<file path="config.mk">
export PLATFORM = sky130hd
export DESIGN_NAME = vram_scan_arbiter_flat
export DESIGN_NICKNAME = d
export VERILOG_FILES = /design/src/rtl/vram_scan_arbiter_if.sv /design/src/rtl/vram_scan_arbiter.sv /design/src/flat_wrapper.sv
export SDC_FILE = /design/constraint.sdc
export NUM_CORES = 1
export LEC_CHECK = 0
export CAP_MARGIN = 20
export CORE_MARGIN = 2
export CORE_UTILIZATION = 30
export DETAILED_ROUTE_END_ITERATION = 7
export PLACE_DENSITY = 0.6
export SLEW_MARGIN = 20
export SYNTH_ARGS = -nofsm -noshare
export SYNTH_HDL_FRONTEND = slang
export SYNTH_SLANG_ARGS = --single-unit
</file>
<file path="constraint.sdc">
create_clock -name clk_100mhz -period 4.72 [get_ports clk_100mhz]
set_input_delay 0.944 -clock clk_100mhz [delete_from_list [all_inputs] [get_ports clk_100mhz]]
set_output_delay 0.944 -clock clk_100mhz [all_outputs]
set_load 0.02 [all_outputs]
</file>
<file path="src/rtl/vram_scan_arbiter_if.sv">
// Pixel-writer handshake bundle between the drawing logic and the VRAM arbiter.
// Latency: n/a (signal bundle only).
// Backpressure: the writer holds wr_x/wr_y/wr_data stable while wr_valid=1 and wr_ready=0.
interface vram_scan_arbiter_if #(
    parameter int DATA_W = 12
);
    logic              wr_valid;
    logic              wr_ready;
    logic [9:0]        wr_x;
    logic [9:0]        wr_y;
    logic [DATA_W-1:0] wr_data;
    logic              wr_oob;

    // Drawing logic side
    modport master (
        output wr_valid, wr_x, wr_y, wr_data,
        input  wr_ready, wr_oob
    );

    // Arbiter side
    modport slave (
        input  wr_valid, wr_x, wr_y, wr_data,
        output wr_ready, wr_oob
    );
endinterface

</file>
<file path="src/rtl/vram_scan_arbiter.sv">
// Time-shares the framebuffer RAM: slot 0 scanout read, slots 1-3 writer or clear engine.
// Latency: pix_data follows the slot-0 fetch by exactly one pixel period (4 clocks).
// Backpressure: wr_ready is low in slot 0, during a clear and in reset.
module vram_scan_arbiter #(
    parameter int H_RES  = 640,
    parameter int V_RES  = 480,
    parameter int ADDR_W = 19,
    parameter int DATA_W = 12
) (
    input  logic                 clk_100mhz,
    input  logic                 rst,
    output logic                 pix_ce,
    input  logic                 scan_active,
    input  logic [9:0]           scan_x,
    input  logic [9:0]           scan_y,
    output logic [DATA_W-1:0]    pix_data,
    vram_scan_arbiter_if.slave   wr,
    input  logic                 clr_start,
    input  logic [DATA_W-1:0]    clr_color,
    output logic                 clr_busy,
    output logic                 ram_en,
    output logic                 ram_we,
    output logic [ADDR_W-1:0]    ram_addr,
    output logic [DATA_W-1:0]    ram_wdata,
    input  logic [DATA_W-1:0]    ram_rdata
);
    localparam logic [1:0]        SLOT_SCAN  = 2'd0;
    localparam logic [1:0]        SLOT_FETCH = 2'd1;
    localparam logic [1:0]        SLOT_LAST  = 2'd3;
    localparam logic [ADDR_W-1:0] CLR_LAST   = ADDR_W'(H_RES * V_RES - 1);

    logic [1:0]        slot;
    logic              fetch_flag;
    logic [DATA_W-1:0] fetch_q;
    logic [ADDR_W-1:0] clr_cnt;
    logic [DATA_W-1:0] clr_color_q;
    logic [ADDR_W-1:0] scan_addr;
    logic [ADDR_W-1:0] wr_addr;
    logic              wr_in_range;
    logic              wr_fire;
    logic              clr_wr;

    assign scan_addr   = ADDR_W'(scan_y) * ADDR_W'(H_RES) + ADDR_W'(scan_x);
    assign wr_addr     = ADDR_W'(wr.wr_y) * ADDR_W'(H_RES) + ADDR_W'(wr.wr_x);
    assign wr_in_range = (wr.wr_x < 10'(H_RES)) && (wr.wr_y < 10'(V_RES));

    assign pix_ce      = (slot == SLOT_LAST) && !rst;
    assign wr.wr_ready = (slot != SLOT_SCAN) && !clr_busy && !rst;
    assign wr_fire     = wr.wr_valid && wr.wr_ready;
    assign clr_wr      = clr_busy && (slot != SLOT_SCAN) && !rst;

    // Free-running 4-slot pixel period, restarting at slot 0 out of reset
    always_ff @(posedge clk_100mhz) begin
        if (rst) slot <= SLOT_SCAN;
        else     slot <= slot + 2'd1;
    end

    // Scanout pipeline: flag in slot 0, RAM data in slot 1, present on the pix_ce edge
    always_ff @(posedge clk_100mhz) begin
        if (rst) begin
            fetch_flag <= 1'b0;
            fetch_q    <= '0;
            pix_data   <= '0;
        end else begin
            if (slot == SLOT_SCAN)  fetch_flag <= scan_active;
            if (slot == SLOT_FETCH) fetch_q    <= fetch_flag ? ram_rdata : '0;
            if (slot == SLOT_LAST)  pix_data   <= fetch_q;
        end
    end

    // Out-of-range writes complete the handshake but only raise a one-cycle flag
    always_ff @(posedge clk_100mhz) begin
        if (rst) wr.wr_oob <= 1'b0;
        else     wr.wr_oob <= wr_fire && !wr_in_range;
    end

    // Clear engine: one write per writer slot, stops after the last pixel address
    always_ff @(posedge clk_100mhz) begin
        if (rst) begin
            clr_busy    <= 1'b0;
            clr_cnt     <= '0;
            clr_color_q <= '0;
        end else if (!clr_busy) begin
            if (clr_start) begin
                clr_busy    <= 1'b1;
                clr_cnt     <= '0;
                clr_color_q <= clr_color;
            end
        end else if (clr_wr) begin
            clr_cnt <= clr_cnt + 1'b1;
            if (clr_cnt == CLR_LAST) clr_busy <= 1'b0;
        end
    end

    // RAM port mux: scanout owns slot 0 outright, clear beats the writer elsewhere
    always_comb begin
        ram_en    = 1'b0;
        ram_we    = 1'b0;
        ram_addr  = '0;
        ram_wdata = '0;
        if (!rst) begin
            if (slot == SLOT_SCAN) begin
                if (scan_active) begin
                    ram_en   = 1'b1;
                    ram_addr = scan_addr;
                end
            end else if (clr_busy) begin
                ram_en    = 1'b1;
                ram_we    = 1'b1;
                ram_addr  = clr_cnt;
                ram_wdata = clr_color_q;
            end else if (wr_fire && wr_in_range) begin
                ram_en    = 1'b1;
                ram_we    = 1'b1;
                ram_addr  = wr_addr;
                ram_wdata = wr.wr_data;
            end
        end
    end
endmodule

</file>
<file path="src/flat_wrapper.sv">
// flat-port wrapper written by rule: the top's interface ports become plain ports
module vram_scan_arbiter_flat 
#(
    parameter int H_RES  = 640,
    parameter int V_RES  = 480,
    parameter int ADDR_W = 19,
    parameter int DATA_W = 12
)
  (clk_100mhz, rst, pix_ce, scan_active, scan_x, scan_y, pix_data, clr_start, clr_color, clr_busy, ram_en, ram_we, ram_addr, ram_wdata, ram_rdata, wr_wr_valid, wr_wr_x, wr_wr_y, wr_wr_data, wr_wr_ready, wr_wr_oob);
  vram_scan_arbiter_if #(.DATA_W(DATA_W)) wr_i ();
  input  logic clk_100mhz;
  input  logic rst;
  output logic pix_ce;
  input  logic scan_active;
  input  logic [9:0] scan_x;
  input  logic [9:0] scan_y;
  output logic [DATA_W-1:0] pix_data;
  input  logic clr_start;
  input  logic [DATA_W-1:0] clr_color;
  output logic clr_busy;
  output logic ram_en;
  output logic ram_we;
  output logic [ADDR_W-1:0] ram_addr;
  output logic [DATA_W-1:0] ram_wdata;
  input  logic [DATA_W-1:0] ram_rdata;
  input wire logic [$bits(wr_i.wr_valid)-1:0] wr_wr_valid;
  input wire logic [$bits(wr_i.wr_x)-1:0] wr_wr_x;
  input wire logic [$bits(wr_i.wr_y)-1:0] wr_wr_y;
  input wire logic [$bits(wr_i.wr_data)-1:0] wr_wr_data;
  output wire logic [$bits(wr_i.wr_ready)-1:0] wr_wr_ready;
  output wire logic [$bits(wr_i.wr_oob)-1:0] wr_wr_oob;
  assign wr_i.wr_valid = wr_wr_valid;
  assign wr_i.wr_x = wr_wr_x;
  assign wr_i.wr_y = wr_wr_y;
  assign wr_i.wr_data = wr_wr_data;
  assign wr_wr_ready = wr_i.wr_ready;
  assign wr_wr_oob = wr_i.wr_oob;
  vram_scan_arbiter #(.H_RES(H_RES), .V_RES(V_RES), .ADDR_W(ADDR_W), .DATA_W(DATA_W)) u_core (.clk_100mhz(clk_100mhz), .rst(rst), .pix_ce(pix_ce), .scan_active(scan_active), .scan_x(scan_x), .scan_y(scan_y), .pix_data(pix_data), .wr(wr_i), .clr_start(clr_start), .clr_color(clr_color), .clr_busy(clr_busy), .ram_en(ram_en), .ram_we(ram_we), .ram_addr(ram_addr), .ram_wdata(ram_wdata), .ram_rdata(ram_rdata));
endmodule
</file>
# ---- Yosys cells after proc, flatten, opt, wreduce, memory -nomap -nowiden
# Cells that the tools add are included.
dict set report word_totals {
  regBits 60
  output_inout_bits 49
  in_bits 81
  word_cells 62
}
dict set report classes {
  reduce_logical 17
  mul 2
  bitwise_logic 1
  magnitude_cmp 2
  addsub 4
  muxes 24
  n_eq_ne 4
}
# cell n
set op_table {}
lappend op_table {{$mux W19} 8}
lappend op_table {{$mux W12} 5}
lappend op_table {{$add A19 B10 Y19} 2}
lappend op_table {{$mul A10 B3 Y12 const B} 2}
lappend op_table {{$add A19 B1 Y19 const B} 1}
lappend op_table {{$eq A19 B19 Y1 const B} 1}
lappend op_table {{$mux W1} 11}
lappend op_table {{$lt A10 B10 Y1 const B} 1}
lappend op_table {{$lt A10 B9 Y1 const B} 1}
lappend op_table {{$logic_and A1 B1 Y1} 9}
lappend op_table {{$reduce_and A2 Y1} 2}
lappend op_table {{$reduce_bool A2 Y1} 2}
lappend op_table {{$logic_not A1 Y1} 3}
lappend op_table {{$add A2 B1 Y2 const B} 1}
lappend op_table {{$eq A2 B1 Y1 const B} 1}
lappend op_table {{$eq A2 B2 Y1 const B} 1}
lappend op_table {{$logic_not A2 Y1} 1}
lappend op_table {{$ne A2 B2 Y1 const B} 1}
lappend op_table {{$not A1 Y1} 1}

# ---- Logic depth before layout (Yosys ltp)
dict set report logic_depth {
  ltp_word 9
  mapped_depth 11
  ltp_nobuf 10
}

# ---- Worst setup path after synthesis
# Ideal clock, no wire load.
dict set report synth_timing {
  kind {in2out}
  from {input port wr_wr_y[1]}
  to {output port ram_addr[17]}
  setup_slack_ps -35
  n_path_buf 0
  arrival_ps 3811
  cell_stages 10
  t_required_ps 3776
  cell_sequence {ha_1 > ha_1 > fa_1 > a211oi_2 > nor4b_1 > nor3b_1 > nand4b_1 > a211oi_1 > nand3b_1 > a221oi_1}
}
dict set report synth_between {
  elab_chain_len 7
  word_cells_on_any_way 9
  cone_classes {add/sub (1); mul (1); order compare (1); mux (4); reduce/logical (2)}
}
# element line_no
set synth_rtl {}
lappend synth_rtl {{from (decl)} flat_wrapper.sv:28} ;# input wire logic [$bits(wr_i.wr_y)-1:0] wr_wr_y;
lappend synth_rtl {{parallel branches: the longest is 3 deep, another holds $add A19 B10 Y19} --}
lappend synth_rtl {{$mux W19 (*)} vram_scan_arbiter.sv:112} ;# end else if (wr_fire && wr_in_range) begin
lappend synth_rtl {{$mux W19 (*)} vram_scan_arbiter.sv:107} ;# end else if (clr_busy) begin
lappend synth_rtl {{$mux W19 (*)} vram_scan_arbiter.sv:102} ;# if (slot == SLOT_SCAN) begin
lappend synth_rtl {{$mux W19 (*)} vram_scan_arbiter.sv:101} ;# if (!rst) begin
lappend synth_rtl {{to (decl)} flat_wrapper.sv:23} ;# output logic [ADDR_W-1:0] ram_addr;
# Mark *: on every way between the ends.

# ---- Worst setup path after layout
# Same ends and word-level chain as after synthesis.

==> impl_metrics.env <==
export IMPL_path_buf_inv=3
export IMPL_internal_power_w=0.00131
export IMPL_grt_max_degree=65
export IMPL_gp_congestion=0.846
export IMPL_worstSetupPathType="in2out"
export IMPL_vias=4888
export IMPL_power_per_cell_area_nw_per_um2=257
export IMPL_nNetsFinal=891
export IMPL_synth_area_leaders="dfxtp_1 27%, ha_1 12%, nor2_1 7.3%"
export IMPL_synthCells=562
export IMPL_grt_overflow_total=0
export IMPL_p_clk_share_pct=33.5
export IMPL_setup_violations_final=2
export IMPL_drt_iter0_markers=267
export IMPL_final_cell_mix="106 x clkdlybuf4s50_1, 94 x buf_4, 87 x nor2_1, 60 x dfxtp_1, 53 x a21oi_1"
export IMPL_dpl_hpwl_mm=11.1
export IMPL_yosysWarnings=0
export IMPL_drc=0
export IMPL_peakVddDrop_uv=171
export IMPL_clkSlewWorstSetupHoldPaths_ps=50
export IMPL_initial_core_util_pct=30.9
export IMPL_critical_path_cell_chain="buf_8, ha_4, ha_4, fa_2, nor4bb_4, mux2i_2, buf_4, a211oi_4, nand4b_1, o211ai_1, nand3b_1, a221oi_2, buf_4"
export IMPL_syn2layout_area_growth_pct=63.0
export IMPL_dp_slack_ps=-999
export IMPL_clockRootBuffer="clkbuf_16"
export IMPL_rrSetupSlack_ps=2110
export IMPL_hold_path_depth=2
export IMPL_antenna_found_initial=0
export IMPL_die_w_um=127
export IMPL_critPathMaxFanout=5
export IMPL_worstHoldStart="u_core.clr_color_q[1]"
export IMPL_slew_headroom_pct=53.6
export IMPL_ios=130
export IMPL_syn_avg_cell_area_um2=8.05
export IMPL_end_kind="output port"
export IMPL_maxCapViolCount=0
export IMPL_hold_viol_final=0
export IMPL_max_stage_delay_ps=420
export IMPL_worst_slack_ps=-55.8
export IMPL_syn_cell_area_um2=4520
export IMPL_period_needed_ps=4780
export IMPL_pwr_share_comb_pct=38.7
export IMPL_ys_seq_area_share_pct=26.6
export IMPL_dieHeight_um=127
export IMPL_yosysTopAreaCellShare_pct=26.6
export IMPL_drtPass1Iterations=5
export IMPL_synthArstFlopShare_pct=0
export IMPL_tightest_slew_ps=695
export IMPL_sequentialPowerShare_pct=27.8
export IMPL_violations="setup timing"
export IMPL_cts_tree="yes"
export IMPL_clk_latency_ps=330
export IMPL_synth_edff_count=0
export IMPL_worstHoldPathType="reg2reg"
export IMPL_synth_ff_type="dfxtp_1"
export IMPL_crit_reg2reg_launch="u_core.slot[0]"
export IMPL_r2r_end="u_core.clr_cnt[17]"
export IMPL_cts_buffers=9
export IMPL_min_to="u_core.clr_color_q[1]"
export IMPL_avgViaCountPerCell=5.13
export IMPL_drt_wl_total_mm=15.4
export IMPL_port_buffer_count=129
export IMPL_htreeDepth=3
export IMPL_drive_gt1_share_pct=23.6
export IMPL_hold_buffers=0
export IMPL_die_area_um2=16100
export IMPL_clock_sinks=60
export IMPL_timing_fmax_mhz=209
export IMPL_rows=44
export IMPL_grt_pass1_wl_mm=24.2
export IMPL_critPathSlowestCell="fa_2"
export IMPL_cp_required_ps=3780
export IMPL_drv_slew=0
export IMPL_synth_top_area_cell="dfxtp_1"
export IMPL_grt_use_total_pct=18.4
export IMPL_cellLeakagePower_nw=2.87
export IMPL_wl_per_cell_um=16.2
export IMPL_total_power_w=0.00190
export IMPL_finClkSkew_ps=9.29
export IMPL_layout_worst_path_cycle_share_pct=101
export IMPL_cp_arrival_ps=3830
export IMPL_cpLargestDelayFamily="compound AO/OA/AOI/OAI gates"
export IMPL_start_kind="input pin"
export IMPL_synth_cell_types=65
export IMPL_clock_path_buffers=2
export IMPL_layout_commonest_cell="clkdlybuf4s50_1"
export IMPL_grt_pass1_vias=4851
export IMPL_ys_ff_latch=60
export IMPL_antennaDiodeCount=0
export IMPL_syn_nets=689
export IMPL_reg2reg_depth=10
export IMPL_switching_power_w=0.000587
export IMPL_outcome="finished with violations"
export IMPL_core_um2=14600
export IMPL_switching_share_pct=31.0
export IMPL_rsz0062_at_grt="yes"
export IMPL_n_fill_cell=1383
export IMPL_ant_nets=0
through the flow:
step           hold WS (ps)  setup TNS (ps)  area, µm²  cells  utilization [%]
3_3_place_gp            428           -4660       6530    924             44.6
5_1_grt                 478            -247       7370    952             50.4
3_5_place_dp            444           -5250       6530    924             44.6
6_report                453           -99.0       7370    952             50.4
4_1_cts                 450               0       7160    947             48.9
2_1_floorplan           418               0       4530    562                -
flip-flops by register name (all words and copies together) (netlist names):
register	count
u_core.slot	2
u_core.clr_color_q	12
u_core.wr.wr_oob	1
u_core.fetch_q	12
u_core.clr_busy	1
u_core.pix_data	12
u_core.clr_cnt	19
u_core.fetch_flag	1
cells in the mapped netlist (3+ instances only):
library cell,instances
nand4_1,9
o22ai_1,3
o211ai_1,3
nand2b_1,8
dfxtp_1,60
o21ai_0,13
ha_1,42
nor2_1,88
clkbuf_1,26
nand2_1,47
nor3b_1,3
a221oi_1,4
a22oi_1,12
o21bai_1,3
a211oi_1,10
nand3_1,12
nor3_1,8
mux2i_1,15
nor2b_1,21
inv_1,5
xor2_1,19
a21oi_1,53
a21o_1,6
or3_1,5
fa_1,4
a22o_1,13
o21a_1,4
xnor2_1,17
and3_1,5
final cells by class:
| class | instances | area [µm²] | area share, % |
|---|---|---|---|
| Multi-Input combinational cell | 467 | 3660 | 49.7 |
| Clock inverter | 5 | 53.8 | 0.730 |
| Sequential cell | 60 | 1200 | 16.3 |
| Timing Repair Buffer | 221 | 1980 | 26.8 |
| Tap cell | 184 | 230 | 3.12 |
| Clock buffer | 10 | 229 | 3.11 |
| Inverter | 5 | 18.8 | 0.255 |
cell families (layout without fill, tap and decap cells):
| group | Yosys count | count (layout) | share of synthesized area [%] |
|---|---|---|---|
| AO/OA/AOI/OAI | 141 | 141 | 21.5 |
| XOR/XNOR | 36 | 36 | 6.97 |
| adder cells (fa/ha/maj) | 46 | 46 | 13.4 |
| buffers and inverters | 35 | 241 | 3.10 |
| flip-flops | 60 | 60 | 26.6 |
| multiplexers | 15 | 15 | 3.32 |
| AND/OR/NAND/NOR | 229 | 229 | 25.1 |
power by group through the flow:
stage                     Clock [W]  Combinational, W  Sequential, W
after floorplan                   0          0.000328       0.000536
after global placement            0          0.000604       0.000536
after detailed placement          0          0.000614       0.000537
after CTS                  0.000647          0.000681       0.000526
after global routing       0.000669          0.000790       0.000527
final                      0.000635          0.000734       0.000526
worst max-delay path by stage:
stage / slack, ps / start / cells past startpoint / end
CTS: 2 / wr_wr_y[0] / 13 / ram_addr[15]
detailed placement: -1000 / wr_wr_y[1] / 13 / ram_addr[15]
global route: -120 / wr_wr_y[1] / 13 / ram_addr[14]
global placement: -870 / wr_wr_y[1] / 13 / ram_addr[15]
floorplan: 100 / wr_wr_y[1] / 10 / ram_addr[16]
finish: -60 / wr_wr_y[1] / 13 / ram_addr[17]
worst register-to-register path: cells and delay by family (launching register included):
family          cells  cell delay (ps)
buf+inv             3              560
xor+xnor            1              150
simple gates        4              850
fa+ha+maj           1              210
compound gates      1              330
flops               1              380
routing by layer:
metal	global-route usage, %	routed length (µm)	vias up
met5	0	0	-
met4	7.24	519	0
met3	3.04	572	42
met2	31.9	7660	134
met1	22.9	6690	2291
li1	-	-	2421
timing repair:
item | CTS | global route
gates resized for setup | 96 | 29
setup buffers | 8 | 5
setup endpoints to repair | 8 | 7
pin swaps | 18 | 23
gates cloned | 0 | 0
(Power assumes the default switching activity.)
